--- config.mk ---
export PLATFORM = sky130hd
export DESIGN_NAME = jtag_tap_multi
export DESIGN_NICKNAME = d
export VERILOG_FILES = /design/src/rtl/jtag_tap_multi.sv
export SDC_FILE = /design/constraint.sdc
export NUM_CORES = 1
export LEC_CHECK = 0
export BUFFER_PORTS_ARGS = -buffer_cell sky130_fd_sc_hd__buf_2
export CORE_MARGIN = 2
export CORE_UTILIZATION = 50
export DETAILED_ROUTE_END_ITERATION = 12
export GPL_TIMING_DRIVEN = 0
export MAX_ROUTING_LAYER = met4
export PLACE_DENSITY = 0.76
export SYNTH_ARGS = -nofsm -noshare
export SYNTH_HDL_FRONTEND = slang
export SYNTH_SLANG_ARGS = --single-unit
--- constraint.sdc ---
create_clock -name tck_i -period 3.66 [get_ports tck_i]
set_clock_uncertainty 0.15 [all_clocks]
set_input_delay 0.183 -clock tck_i [delete_from_list [all_inputs] [get_ports tck_i]]
set_output_delay 0.183 -clock tck_i [all_outputs]
set_load 0.1 [all_outputs]
--- src/rtl/jtag_tap_multi.sv ---
`default_nettype none
// ============================================================================
// Module      : jtag_tap_multi
// Description : IEEE 1149.1 TAP controller with generic IR, BYPASS/IDCODE
//               and NumChains user DR chains exposed through parallel
//               capture/update buses. Single clock domain (TCK).
// Revision    : 1.0 - initial release
// ============================================================================
module jtag_tap_multi #(
   parameter int unsigned          IrLength       = 5,
   parameter logic [31:0]          IdcodeValue    = 32'h0000_0001,
   parameter int unsigned          NumChains      = 2,
   parameter int unsigned          DrWidth        = 41,
   parameter int unsigned          UserIrBase     = 'h10,
   parameter logic [IrLength-1:0]  IrCaptureValue = 'b00101
) (
   input  logic                           tck_i,
   input  logic                           trst_i,
   input  logic                           tms_i,
   input  logic                           td_i,
   output logic                           td_o,
   output logic                           tdo_oe_o,
   output logic                           test_logic_reset_o,
   output logic [IrLength-1:0]            ir_o,
   output logic [NumChains-1:0]           chain_sel_o,
   output logic                           capture_dr_o,
   output logic                           shift_dr_o,
   output logic                           update_dr_o,
   input  logic [NumChains*DrWidth-1:0]   cap_data_i,
   output logic [DrWidth-1:0]             upd_data_o,
   output logic [NumChains-1:0]           upd_valid_o
);

   // TAP state encoding
   localparam logic [3:0] c_st_tlr      = 4'd0;
   localparam logic [3:0] c_st_rti      = 4'd1;
   localparam logic [3:0] c_st_sel_dr   = 4'd2;
   localparam logic [3:0] c_st_cap_dr   = 4'd3;
   localparam logic [3:0] c_st_shift_dr = 4'd4;
   localparam logic [3:0] c_st_exit1_dr = 4'd5;
   localparam logic [3:0] c_st_pause_dr = 4'd6;
   localparam logic [3:0] c_st_exit2_dr = 4'd7;
   localparam logic [3:0] c_st_upd_dr   = 4'd8;
   localparam logic [3:0] c_st_sel_ir   = 4'd9;
   localparam logic [3:0] c_st_cap_ir   = 4'd10;
   localparam logic [3:0] c_st_shift_ir = 4'd11;
   localparam logic [3:0] c_st_exit1_ir = 4'd12;
   localparam logic [3:0] c_st_pause_ir = 4'd13;
   localparam logic [3:0] c_st_exit2_ir = 4'd14;
   localparam logic [3:0] c_st_upd_ir   = 4'd15;

   localparam logic [IrLength-1:0] c_ir_idcode = IrLength'(1);

   logic [3:0]           r_state;
   logic [3:0]           w_state_next;
   logic                 w_tlr_load;
   logic [IrLength-1:0]  r_ir;
   logic [IrLength-1:0]  r_ir_shift;
   logic                 r_bypass;
   logic [31:0]          r_idcode;
   logic                 w_sel_idcode;
   logic [NumChains-1:0] w_chain_sel;
   logic [DrWidth-1:0]   r_chain_sr [NumChains];
   logic [DrWidth-1:0]   w_sel_sr;
   logic [DrWidth-1:0]   r_upd_data;
   logic [NumChains-1:0] r_upd_valid;
   logic                 w_td;

   // Standard 1149.1 TMS-driven next-state function
   always_comb begin
      w_state_next = r_state;
      case (r_state)
         c_st_tlr:      w_state_next = tms_i ? c_st_tlr      : c_st_rti;
         c_st_rti:      w_state_next = tms_i ? c_st_sel_dr   : c_st_rti;
         c_st_sel_dr:   w_state_next = tms_i ? c_st_sel_ir   : c_st_cap_dr;
         c_st_cap_dr:   w_state_next = tms_i ? c_st_exit1_dr : c_st_shift_dr;
         c_st_shift_dr: w_state_next = tms_i ? c_st_exit1_dr : c_st_shift_dr;
         c_st_exit1_dr: w_state_next = tms_i ? c_st_upd_dr   : c_st_pause_dr;
         c_st_pause_dr: w_state_next = tms_i ? c_st_exit2_dr : c_st_pause_dr;
         c_st_exit2_dr: w_state_next = tms_i ? c_st_upd_dr   : c_st_shift_dr;
         c_st_upd_dr:   w_state_next = tms_i ? c_st_sel_dr   : c_st_rti;
         c_st_sel_ir:   w_state_next = tms_i ? c_st_tlr      : c_st_cap_ir;
         c_st_cap_ir:   w_state_next = tms_i ? c_st_exit1_ir : c_st_shift_ir;
         c_st_shift_ir: w_state_next = tms_i ? c_st_exit1_ir : c_st_shift_ir;
         c_st_exit1_ir: w_state_next = tms_i ? c_st_upd_ir   : c_st_pause_ir;
         c_st_pause_ir: w_state_next = tms_i ? c_st_exit2_ir : c_st_pause_ir;
         c_st_exit2_ir: w_state_next = tms_i ? c_st_upd_ir   : c_st_shift_ir;
         c_st_upd_ir:   w_state_next = tms_i ? c_st_sel_dr   : c_st_rti;
         default:       w_state_next = c_st_tlr;
      endcase
   end

   // Reset-state register loads happen as Test-Logic-Reset is entered so the
   // IDCODE instruction is already visible during the first TLR cycle.
   assign w_tlr_load = trst_i || (w_state_next == c_st_tlr);

   // TAP state register
   always_ff @(posedge tck_i) begin
      if (trst_i) r_state <= c_st_tlr;
      else        r_state <= w_state_next;
   end

   // Instruction shift register and instruction latch
   always_ff @(posedge tck_i) begin
      if (w_tlr_load) begin
         r_ir_shift <= '0;
         r_ir       <= c_ir_idcode;
      end else begin
         case (r_state)
            c_st_cap_ir:   r_ir_shift <= IrCaptureValue;
            c_st_shift_ir: r_ir_shift <= {td_i, r_ir_shift[IrLength-1:1]};
            c_st_upd_ir:   r_ir       <= r_ir_shift;
            default:       ;
         endcase
      end
   end

   // Instruction decode: IDCODE plus one comparator per user chain; all
   // remaining codes fall through to BYPASS.
   assign w_sel_idcode = (r_ir == c_ir_idcode);

   for (genvar k = 0; k < NumChains; k++) begin : g_chain_dec
      localparam logic [IrLength-1:0] c_code = IrLength'(UserIrBase + k);
      assign w_chain_sel[k] = (r_ir == c_code);
   end

   // BYPASS and IDCODE data registers
   always_ff @(posedge tck_i) begin
      if (w_tlr_load) begin
         r_bypass <= 1'b0;
         r_idcode <= IdcodeValue;
      end else if (r_state == c_st_cap_dr) begin
         r_bypass <= 1'b0;
         if (w_sel_idcode) r_idcode <= IdcodeValue;
      end else if (r_state == c_st_shift_dr) begin
         r_bypass <= td_i;
         if (w_sel_idcode) r_idcode <= {td_i, r_idcode[31:1]};
      end
   end

   // User chain shift registers; only the selected chain captures or shifts,
   // and a TRST in mid-shift drops the pending bit.
   always_ff @(posedge tck_i) begin
      for (int k = 0; k < NumChains; k++) begin
         if (!trst_i && w_chain_sel[k]) begin
            if (r_state == c_st_cap_dr)
               r_chain_sr[k] <= cap_data_i[k*DrWidth +: DrWidth];
            else if (r_state == c_st_shift_dr)
               r_chain_sr[k] <= (r_chain_sr[k] >> 1)
                              | (DrWidth'(td_i) << (DrWidth-1));
         end
      end
   end

   // Contents of whichever user chain is currently selected
   always_comb begin
      w_sel_sr = '0;
      for (int k = 0; k < NumChains; k++)
         if (w_chain_sel[k]) w_sel_sr = r_chain_sr[k];
   end

   // Parallel update word and per-chain valid pulse
   always_ff @(posedge tck_i) begin
      if (trst_i) begin
         r_upd_data  <= '0;
         r_upd_valid <= '0;
      end else begin
         r_upd_valid <= '0;
         if ((r_state == c_st_upd_dr) && (|w_chain_sel)) begin
            r_upd_data  <= w_sel_sr;
            r_upd_valid <= w_chain_sel;
         end
      end
   end

   // TDO mux, driven only from registered state
   always_comb begin
      w_td = 1'b0;
      case (r_state)
         c_st_shift_ir: w_td = r_ir_shift[0];
         c_st_shift_dr: begin
            if (|w_chain_sel)      w_td = w_sel_sr[0];
            else if (w_sel_idcode) w_td = r_idcode[0];
            else                   w_td = r_bypass;
         end
         default:       w_td = 1'b0;
      endcase
   end

   assign td_o               = w_td;
   assign tdo_oe_o           = (r_state == c_st_shift_ir) || (r_state == c_st_shift_dr);
   assign test_logic_reset_o = (r_state == c_st_tlr);
   assign ir_o               = r_ir;
   assign chain_sel_o        = w_chain_sel;
   assign capture_dr_o       = (r_state == c_st_cap_dr);
   assign shift_dr_o         = (r_state == c_st_shift_dr);
   assign update_dr_o        = (r_state == c_st_upd_dr);
   assign upd_data_o         = r_upd_data;
   assign upd_valid_o        = r_upd_valid;

endmodule
`default_nettype wire

**Yosys cells after proc, flatten, opt, wreduce, memory -nomap -nowiden**

Memories as Yosys holds them, arrays and structs flattened.
Cells that the tools add are included.

- Reduce and logical (&&, ||, !) cells: 18
- Equality and inequality tests: 18
- Mux-type cells: 39
- Bitwise logic cells: 5

Operators with widths:

| cell | number |
|---|---|
| $mux W41 | 5 |
| $mux W32 | 4 |
| $or A40 B41 Y41 | 2 |
| $pmux W4 S12 | 1 |
| $reduce_or A41 Y1 | 1 |
| $eq A4 B4 Y1 const B | 8 |
| $mux W1 | 18 |
| $eq A4 B3 Y1 const B | 4 |
| $mux W4 | 4 |
| $eq A5 B5 Y1 const B | 2 |
| $pmux W5 S2 | 1 |
| $reduce_or A2 Y1 | 5 |
| $eq A4 B2 Y1 const B | 2 |
| $logic_not A4 Y1 | 2 |
| $mux W2 | 3 |
| $mux W3 | 2 |
| $eq A5 B1 Y1 const B | 1 |
| $eq A4 B1 Y1 const B | 1 |
| $reduce_bool A2 Y1 | 2 |
| $logic_and A1 B1 Y1 | 3 |
| $reduce_or A3 Y1 | 1 |
| $logic_or A1 B1 Y1 | 2 |
| $or A1 B1 Y1 | 2 |
| $pmux W1 S2 | 1 |
| 3 further kinds | 3 |

- RAM bits: 82
- Bits in registers: 90
- Memories kept: 1
- Word-level logic and storage cells: 88
- Output and inout bits: 56
- Input bits: 86

Memory list:

| memory | words | bits a word | read ports | clocked after memory_dff | wr ports | line | source |
|---|---|---|---|---|---|---|---|
| r_chain_sr | 2 | 41 | 2 | 0 | 1 | 63 | `logic [DrWidth-1:0] r_chain_sr [NumChains];` |

**Logic depth before layout (Yosys ltp)**

Gate-level depths: netlist (run 1).

- Depth after elaboration: 8
- Gate-level depth with buffers: 9
- Depth with buffers taken out: 6

**Least setup slack after synthesis (run 1)**

No wires, ideal clock.

- Kind: register to output
- Start point: reg r_state[1]
- End point: out td_o
- Data arrival time: 4.982 ns
- Cell stages (with the launch flop): 5
- Path slack: -1.655 ns
- Path buffers: 1
- Path through: dfxtp_1 > clkbuf_1 > nor4b_2 > o221ai_1 > o21ai_0

- Longest elaborated chain between the ends: 2
- Elaborated cells between the ends (all ways): 3

RTL lines:

| element | line | source |
|---|---|---|
| start, declared | 54 | `logic [3:0] r_state;` |
| start signal, assigned | 99 | `if (trst_i) r_state <= c_st_tlr;` |
| start signal, assigned | 100 | `else r_state <= w_state_next;` |
| $eq A4 B3 Y1 | n/a |  |
| net shift_dr_o | 27 | `output logic shift_dr_o,` |
| $pmux W1 S2 | 179 | `case (r_state)` |
| end, declared | 21 | `output logic td_o,` |

The timed path passes the listed nets, and every way through them passes these cells.

**Worst setup path after layout (run 1)**

- Start point: reg r_ir[4] (netlist: ir_o[4])
- End point: mem r_chain_sr[0][23], enable pin

- Longest elaborated chain between the ends: 7
- Elaborated cells between the ends (all ways): 17

RTL lines:

| element | line | source |
|---|---|---|
| start, declared | 57 | `logic [IrLength-1:0] r_ir;` |
| start signal, assigned | 107 | `r_ir <= c_ir_idcode;` |
| start signal, assigned | 112 | `c_st_upd_ir: r_ir <= r_ir_shift;` |
| $eq A5 B5 Y1 | 124 | `assign w_chain_sel[k] = (r_ir == c_code);` |
| $logic_and A1 B1 Y1 | 145 | `if (!trst_i && w_chain_sel[k]) begin` |
| $mux W1 | 145 |  |
| $mux W1, on equally long branches | 147, 149 |  |
| $or A1 B1 Y1 (no source line) | n/a |  |
| $reduce_or A41 Y1 (no source line) | n/a |  |
| $mux W1 (no source line) | n/a |  |
| end, declared | 63 |  |

Parallel ways exist; a longest one is shown, timed or not.

==> results.cfg, run 1 <==
[timing]
setup_violations = 0
slew_violations = 0
rsz0062_at_grt = no
relSlewSlack = 0.111
worstMarginPinSlew_ns = 1.33
hold_violations = 0
clock.fmax_ghz = 0.332
fin_hold_ws_ns = 0.0760
min_period_ns = 3.02
period_share = 0.824

[final_layout]
multi_input_area_sq_um = 2910
final_common_cell = buf_2
final_cell_mix = 154 x buf_2, 90 x dfxtp_1, 84 x dlygate4sd3_1, 82 x edfxtp_1, 56 x nor2_1
layout.nets = 903
seq_area_sq_um = 4260
syn2layout_area_growth_pct = 32.6
final_area_sq_um = 9860
diodes = 0
fillCellCount = 997
drive_gt1_frac = 0.337

[critical_path]
worstPathMaxFanout = 41
critPathRequiredTime_ns = 3.54
critical_path_class = reg2reg
start_kind = register
end_kind = register
crit_arrival_ns = 2.90

[placement]
hpwl_um = 12000
placed_area_sq_um = 8430
gp_congestion = 0.871
numPortBuffers = 141

[clock_tree]
cts_max_path_buffers = 2
clk_latency_ns = 0.42
cts.sinks = 172
cts_buffers = 17
h-tree-depth = 4
cts_hold_buffers = 84
ctsResizeCount = 0
clk_pin_slew_ns = 0.06
post_cts_buffers = 0
cts_tree = built
root_buffer = clkbuf_16

[yosys]
ys_types = 42
synth_compound_area_frac = 0.110
synth_top_family_by_area = multiplexers
synth_edf_count = 82
yosys.area.top_type_share = 0.331
syn_nets = 658
synth-seq-cells = 172
synth_fa_ha_area_frac = 0
synthXorXnorAreaFrac = 0.00236
synth_mux_area_frac = 0.202
synth_area_leaders = edfxtp_1 33%, dfxtp_1 24%, mux2_4 8.1%
netlist_area_sq_um = 7430
avgSynthCellArea_sq_um = 13.0
ys.flop_type = dfxtp_1
ys_seq_area_frac = 0.574
synthCells = 572
yosys.area_share.simple = 0.0714
async_reset_ff_frac = 0
synth_top_area_cell = edfxtp_1
yosysWarnings = 0

[floorplanning]
die_y_um = 126
dieArea_sq_um = 15900
start_util = 0.512
pin_count = 142
die_x_um = 126
core_sq_um = 14500
placementRows = 44

[route]
vias = 5655
drt-pass1-iter-count = 5
ant_nets = 0
wl_per_cell_um = 18.3
drc = 0
post_drt_via_cell_ratio = 5.58
drtIter0Drc = 368
detail_route.wirelength_um = 18500

[run_status]
status = finished, final reports clean

[grt]
grt_max_degree = 42
antenna_found_initial = 0
grt_pass1_vias = 5734
gr-total-overflow = 0
grt_usage = 0.240
grt_pass1_wl_um = 29200

[power]
power-per-cell-area_nw_per_um2 = 415
leakage_nw = 4.07
ir_drop_uv = 327

[run]
cap_viol_max_count = 0

[worst_hold_path]
hold_path_class = in2reg
worst paths after layout:
| kind | slack [ns] | cells past startpoint | start | endpoint |
|---|---|---|---|---|
| worst max-delay path | 0.64 | 4 | ir_o[4]$_SDFFE_PP0P_ | r_chain_sr[0][23]$_DFFE_PP_ |
| worst min-delay path | 0.08 | 3 | trst_i | upd_valid_o[0]$_SDFF_PP0_ |
| worst max register to register | 0.64 | 4 | ir_o[4]$_SDFFE_PP0P_ | r_chain_sr[0][23]$_DFFE_PP_ |
| worst min register to register | 0.30 | 2 | r_ir_shift[3]$_SDFFE_PP0P_ | r_ir_shift[3]$_SDFFE_PP0P_ |
layer usage:
layer	vias up	track usage	share of wire
met1	2764	0.303	0.44
met2	209	0.392	0.49
met4	0	0.0692	0.013
met5	-	-	0
li1	2659	-	-
met3	23	0.0510	0.055
cells by family (layout without fill, tap and decap cells):
kind of cell,after synthesis,in the layout
AO/OA/AOI/OAI,103,103
XOR/XNOR,2,2
buffers and inverters,58,316
flip-flops,172,172
multiplexers,125,125
AND/OR/NAND/NOR,112,112
registers in the layout, indices dropped and copies added, names as in the netlist:
signal and cells:
ir_o 5, r_bypass 1, r_chain_sr 82, r_idcode 32, r_ir_shift 5, r_state 4, upd_data_o 41, upd_valid_o 2
metrics by stage:
stage          utilization  instances  power, mW  worst slack [ns]  TNS [ns]
6_report             0.678       1014       4.09             0.644         0
5_1_grt              0.678       1014       4.20             0.494         0
4_1_cts              0.678       1014       4.10             0.598         0
3_5_place_dp         0.580        898       2.28             0.618         0
3_3_place_gp         0.578        897       2.27            -0.217     -8.83
2_1_floorplan            -        572       2.20           -0.0955   -0.0955
cell type report:
class,instances,share of cell area
clock inverter,5,0.00546
tap,184,0.0234
clock buffer,27,0.0542
timing repair buffer,226,0.159
buffer,48,0.0269
multi-input combinational,342,0.295
sequential,172,0.432
inverter,10,0.00381
worst max-delay path: stages (launching register included):
cell and delay [ns]:
dfxtp_1 0.33, buf_4 0.17, or3b_1 0.41, or4_4 0.51, nor2_4 1.04
synthesized netlist by cell type (4+ instances only):
master	count
inv_1	10
o21ai_0	7
nand2_1	16
nand3_1	8
nor2_1	58
nor3_1	9
clkbuf_1	22
a21oi_1	11
and3_1	4
buf_1	8
mux2_2	43
buf_12	4
mux2i_1	42
dfxtp_1	90
a211oi_1	41
mux2_4	40
buf_2	13
a32o_1	31
edfxtp_1	82
where the power goes:
group	internal, mW	switching (mW)
logic	0.159	0.134
clock network	1.07	0.711
registers	2.01	0.00180
total	3.24	0.847
Power figures use the tool's default switching activity.
==> inputs of run 2 (changes only) <==
--- a/config.mk
+++ b/config.mk
@@ -5,13 +5,14 @@
 export SDC_FILE = /design/constraint.sdc
 export NUM_CORES = 1
 export LEC_CHECK = 0
+export ABC_AREA = 1
 export BUFFER_PORTS_ARGS = -buffer_cell sky130_fd_sc_hd__buf_2
 export CORE_MARGIN = 2
-export CORE_UTILIZATION = 50
+export CORE_UTILIZATION = 55
 export DETAILED_ROUTE_END_ITERATION = 12
 export GPL_TIMING_DRIVEN = 0
 export MAX_ROUTING_LAYER = met4
-export PLACE_DENSITY = 0.76
+export PLACE_DENSITY = 0.79
 export SYNTH_ARGS = -nofsm -noshare
 export SYNTH_HDL_FRONTEND = slang
 export SYNTH_SLANG_ARGS = --single-unit
==> constraint.sdc (replaced) <==
create_clock -name tck_i -period 2.9 [get_ports tck_i]
set_clock_uncertainty 0.15 [all_clocks]
set_input_delay 0.145 -clock tck_i [delete_from_list [all_inputs] [get_ports tck_i]]
set_output_delay 0.145 -clock tck_i [all_outputs]
set_load 0.1 [all_outputs]
==> run 2 against run 1 <==
Compared with the run above:
- first-iteration DRC count up 93%
- sequential power increased by 27%
- clock-buffer cell count shrank 6
- critical path depth is 2 higher
- cell count increased by 23%
- worst setup slack worse by 0.37 ns
- global-route usage increased by 6.0 points
- hold slack better by 0.28 ns
- routed wire length increased by 11%
- core utilization up 6.3 points
- sequential share of layout area increased by 0.19 points
- largest cell class unchanged
==> results.cfg, run 2 <==
[run_status]
status = finished, final reports clean

[clock_tree]
clk_pin_slew_ns = 0.06
cts.sinks = 172
root_buffer = clkbuf_16
h-tree-depth = 4
post_cts_buffers = 0
clk_latency_ns = 0.43
cts_max_path_buffers = 2
cts_tree = built
cts_buffers = 17

[yosys]
synthMostInstantiatedCell = o21ai_0
synth_area_leaders = edfxtp_1 33%, dfxtp_1 24%, o21ai_0 11%
yosys.area.top_type_share = 0.331
async_reset_ff_frac = 0
syn_nets = 896
yosysWarnings = 0
ys_types = 29
synth-seq-cells = 172
synth_edf_count = 82
synth_top_area_cell = edfxtp_1
avgSynthCellArea_sq_um = 9.17
synth_common_cells = 158 x o21ai_0, 124 x nor2_1, 90 x dfxtp_1
synthCells = 810
ys_seq_area_frac = 0.574
netlist_area_sq_um = 7430
ys.flop_type = dfxtp_1

[power]
p_total_mw = 5.10
power-per-cell-area_nw_per_um2 = 519
leakage_nw = 4.25
ir_drop_uv = 382

[critical_path]
critical_path_class = reg2out
crit_slowest_cell = buf_2
critPathRequiredTime_ns = 2.61
critPathTopFamily = buffers and inverters
worstPathMaxFanout = 10
crit_arrival_ns = 2.33
critical_path_buf_inv_count = 4
crit_top_cell = inv_1
start_kind = register
path_cells = nand2_1 -> inv_1 -> nand2_4 -> inv_1 -> clkbuf_1 -> buf_2
max_stage_delay_ns = 0.50
end_kind = output pin

[floorplanning]
die_x_um = 120
pin_count = 142
start_util = 0.561
placementRows = 42
dieArea_sq_um = 14500
core_sq_um = 13200
die_y_um = 120

[timing]
clock.fmax_ghz = 0.380
min_period_ns = 2.63
fin_hold_ws_ns = 0.354
rsz0062_at_grt = no
hold_violations = 0
relSlewSlack = 0.502
period_share = 0.906
setup_violations = 0
slew_violations = 0
worstMarginPinSlew_ns = 0.744

[final_layout]
diodes = 0
fin_util = 0.742
syn2layout_area_growth_pct = 32.2
final_cell_mix = 157 x o21ai_0, 150 x buf_2, 123 x nor2_1, 88 x inv_1, 88 x dfxtp_1
drive_gt1_frac = 0.225
layout.nets = 1142
final_common_cell = o21ai_0
regMostFlops = r_chain_sr
largest_reg_flops = 82

[route]
ant_nets = 0
drtIter0Drc = 710
wl_per_cell_um = 16.6
drc = 0
post_drt_via_cell_ratio = 5.40
vias = 6729
detail_route.wirelength_um = 20700
drt-pass1-iter-count = 5

[placement]
gp_congestion = 0.882
hpwl_um = 12600
numPortBuffers = 140

[grt]
gr-total-overflow = 0
grt_usage = 0.300
antenna_found_initial = 0
grt_pass1_vias = 6723
grt_max_degree = 42
grt_pass1_wl_um = 32900

[run]
cap_viol_max_count = 0

[worst_hold_path]
hold_path_class = reg2reg
run 2: routing by layer:
layer / global-route usage / routed length, um
met2: 0.491 / 9980
met3: 0.0670 / 1560
met4: 0.109 / 612
met5: - / 0
met1: 0.368 / 8520
run 2: cells by family (layout without fill, tap and decap cells):
family | Yosys count | count (layout) | share of synthesized area
buffers and inverters | 140 | 398 | 0.0812
AND/OR/NAND/NOR | 227 | 228 | 0.125
flip-flops | 172 | 172 | 0.574
AO/OA/AOI/OAI | 231 | 231 | 0.159
multiplexers | 40 | 40 | 0.0606
run 2: worst reg2reg max path, stage by stage (launching register included):
cell     delay [ns]
dfxtp_1        0.45
nand2_1        0.13
inv_1          0.13
nand2_4        0.11
nand2_2        0.12
inv_2          0.10
nor3_4         0.59
buf_8          0.25
buf_8          0.22
run 2: path summary, 6_finish.rpt:
| check | cells after the start | startpoint | slack (ns) | endpoint |
|---|---|---|---|---|
| max | 6 | r_state[0]$_SDFF_PP0_ | 0.27 | capture_dr_o |
| max reg2reg | 8 | r_state[0]$_SDFF_PP0_ | 0.34 | r_chain_sr[1][29]$_DFFE_PP_ |
| min | 2 | r_chain_sr[1][4]$_DFFE_PP_ | 0.35 | upd_data_o[4]$_SDFFE_PP0P_ |
| min reg2reg | 2 | r_chain_sr[1][4]$_DFFE_PP_ | 0.35 | upd_data_o[4]$_SDFFE_PP0P_ |
run 2: through the flow:
step	worst slack [ns]	std cells	instance area (sq um)	TNS, ns
3_5_place_dp	0.272	1128	8410	0
4_1_cts	0.126	1245	9810	0
3_3_place_gp	-0.291	1126	8380	-11.85
2_1_floorplan	0.00318	810	7460	0
5_1_grt	0.136	1245	9820	0
6_report	0.272	1245	9820	0
run 2: timing repair:
| item | in CTS | in global routing |
|---|---|---|
| endpoints found under the hold margin | 87 | 0 |
| resized for setup | 0 | 2 |
| hold buffers | 85 | 0 |
| endpoints found under the setup margin | 0 | 42 |
run 2: cell type report:
| cell class | count | area [sq um] |
|---|---|---|
| Sequential cell | 172 | 4270 |
| Timing Repair Buffer | 227 | 1580 |
| Fill cell | 959 | 3420 |
| Tap cell | 176 | 220 |
| Clock inverter | 11 | 93.8 |
| Inverter | 94 | 353 |
| Multi-Input combinational cell | 499 | 2600 |
| Clock buffer | 21 | 460 |
| Buffer | 45 | 246 |
run 2: power by group:
group	internal, mW	switching (mW)
Clock	1.22	0.935
Sequential	2.55	0.00817
Combinational	0.191	0.195
Total	3.96	1.14
==> inputs of run 3 (changes only) <==
==> constraint.sdc (replaced) <==
create_clock -name tck_i -period 2.7 [get_ports tck_i]
set_clock_uncertainty 0.15 [all_clocks]
set_input_delay 0.135 -clock tck_i [delete_from_list [all_inputs] [get_ports tck_i]]
set_output_delay 0.135 -clock tck_i [all_outputs]
set_load 0.1 [all_outputs]
==> run 3 against run 2 <==
Compared with the run above:
- register-to-register slack worse by 0.15 ns
- critical path depth up 1
- largest cell class unchanged
- die area unchanged
- clock-buffer cell count up 6
- via count down 0.62%
==> results.cfg, run 3 (synthesis results as in run 2) <==
[placement]
placed_area_sq_um = 8430
gp_congestion = 0.888
hpwl_um = 12400
pre_cts_ws_ns = 0.0655
numPortBuffers = 140

[route]
drtIter0Drc = 686
post_drt_via_cell_ratio = 5.37
drt-pass1-iter-count = 5
detail_route.wirelength_um = 20300
vias = 6687
ant_nets = 0
wl_per_cell_um = 16.3
drc = 0

[grt]
grt_max_degree = 42
antenna_found_initial = 0
grt_pass1_wl_um = 32500
grt_usage = 0.295
gr-total-overflow = 0
grt_pass1_vias = 6656

[timing]
slew_violations = 0
period_share = 0.943
worstMarginPinSlew_ns = 0.949
min_period_ns = 2.55
finalSetupTns_ns = 0
setup_violations = 0
relSlewSlack = 0.365
rsz0062_at_grt = no
hold_violations = 0
fin_hold_ws_ns = 0.348
setup_ws_ns = 0.154
clock.fmax_ghz = 0.393

[floorplanning]
die_x_um = 120
pin_count = 142
core_sq_um = 13200
placementRows = 42
start_util = 0.561
dieArea_sq_um = 14500
die_y_um = 120

[final_layout]
final_cell_mix = 157 x o21ai_0, 148 x buf_2, 123 x nor2_1, 88 x inv_1
largest_reg_flops = 82
final_common_cell = o21ai_0
regMostFlops = r_chain_sr
syn2layout_area_growth_pct = 33.0
final_area_sq_um = 9880
drive_gt1_frac = 0.225
layout.nets = 1142
diodes = 0

[clock_tree]
cts_buffers = 17
clk_pin_slew_ns = 0.06
cts.sinks = 172
clk_latency_ns = 0.42
cts_max_path_buffers = 2
cts_tree = built
h-tree-depth = 4
root_buffer = clkbuf_16

[worst_hold_path]
hold_path_class = reg2reg

[critical_path]
worstPathMaxFanout = 10
critPathTopFamily = buffers and inverters
crit_arrival_ns = 2.26
end_kind = output pin
critPathRequiredTime_ns = 2.41
start_kind = register
path_cells = nor2_1 -> inv_1 -> nor2_1 -> nand2_1 -> inv_2 -> clkbuf_2 -> clkbuf_4
critical_path_class = reg2out
critical_path_buf_inv_count = 4
max_stage_delay_ns = 0.39
crit_slowest_cell = clkbuf_4
crit_top_cell = nor2_1

[power]
ir_drop_uv = 416
leakage_nw = 4.27
power-per-cell-area_nw_per_um2 = 567
p_total_mw = 5.60

[run_status]
status = finished, final reports clean

[run]
cap_viol_max_count = 0
-- run 3: cell types whose count changed in the layout (fill, tap and decap cells not counted), moves of 2 or more --
cell and delta:
clkinv_2 -3, clkbuf_1 +4, dfxtp_1 -3, clkbuf_4 +2, clkinv_4 -2, buf_2 -2, dfxtp_2 +2
-- run 3: where the power goes --
part,switching (mW),internal (mW)
clock network,0.974,1.47
logic,0.207,0.205
registers,0.00867,2.73
total,1.19,4.41
-- run 3: through the flow --
step / utilization / instances
6_report: 0.746 / 1245
5_1_grt: 0.746 / 1245
4_1_cts: 0.745 / 1245
3_5_place_dp: 0.636 / 1128
3_3_place_gp: 0.633 / 1126
2_1_floorplan: - / 810
-- run 3: worst register-to-register path: cells and delay by family (launching register included) --
kind | cells | cell delay [ns]
AND/OR/NAND/NOR | 4 | 1.44
flip-flops | 1 | 0.32
buffers and inverters | 2 | 0.31
-- run 3: final cells by class --
type	instances	area, sq um
clock inverters	5	80.1
repair buffers	227	1600
multi-input cells	499	2600
plain buffers	45	248
fillers	932	3360
well taps	176	220
inverters	94	353
flip-flops and latches	172	4270
clock buffers	27	504
-- run 3: timing repair --
action,CTS,global route
gates resized for setup,0,5
setup endpoints to repair,0,44
hold endpoints to repair,87,0
buffers inserted,0,0
hold buffers,85,0
-- run 3: worst paths after layout --
path         depth (start not counted)                        from                          to  slack, ns
min reg2reg                          2  r_chain_sr[1][4]$_DFFE_PP_  upd_data_o[4]$_SDFFE_PP0P_       0.35
max reg2reg                          6        ir_o[2]$_SDFFE_PP0P_  r_chain_sr[1][5]$_DFFE_PP_       0.19
min                                  2  r_chain_sr[1][4]$_DFFE_PP_  upd_data_o[4]$_SDFFE_PP0P_       0.35
max                                  7        ir_o[2]$_SDFFE_PP0P_              chain_sel_o[1]       0.15
-- run 3: routing by layer --
| metal | vias up | wire (um) | GRT usage |
|---|---|---|---|
| li1 | 3203 | - | - |
| met2 | 280 | 9910 | 0.489 |
| met3 | 44 | 1200 | 0.0608 |
| met1 | 3160 | 8710 | 0.365 |
| met5 | - | 0 | - |
| met4 | 0 | 529 | 0.0967 |
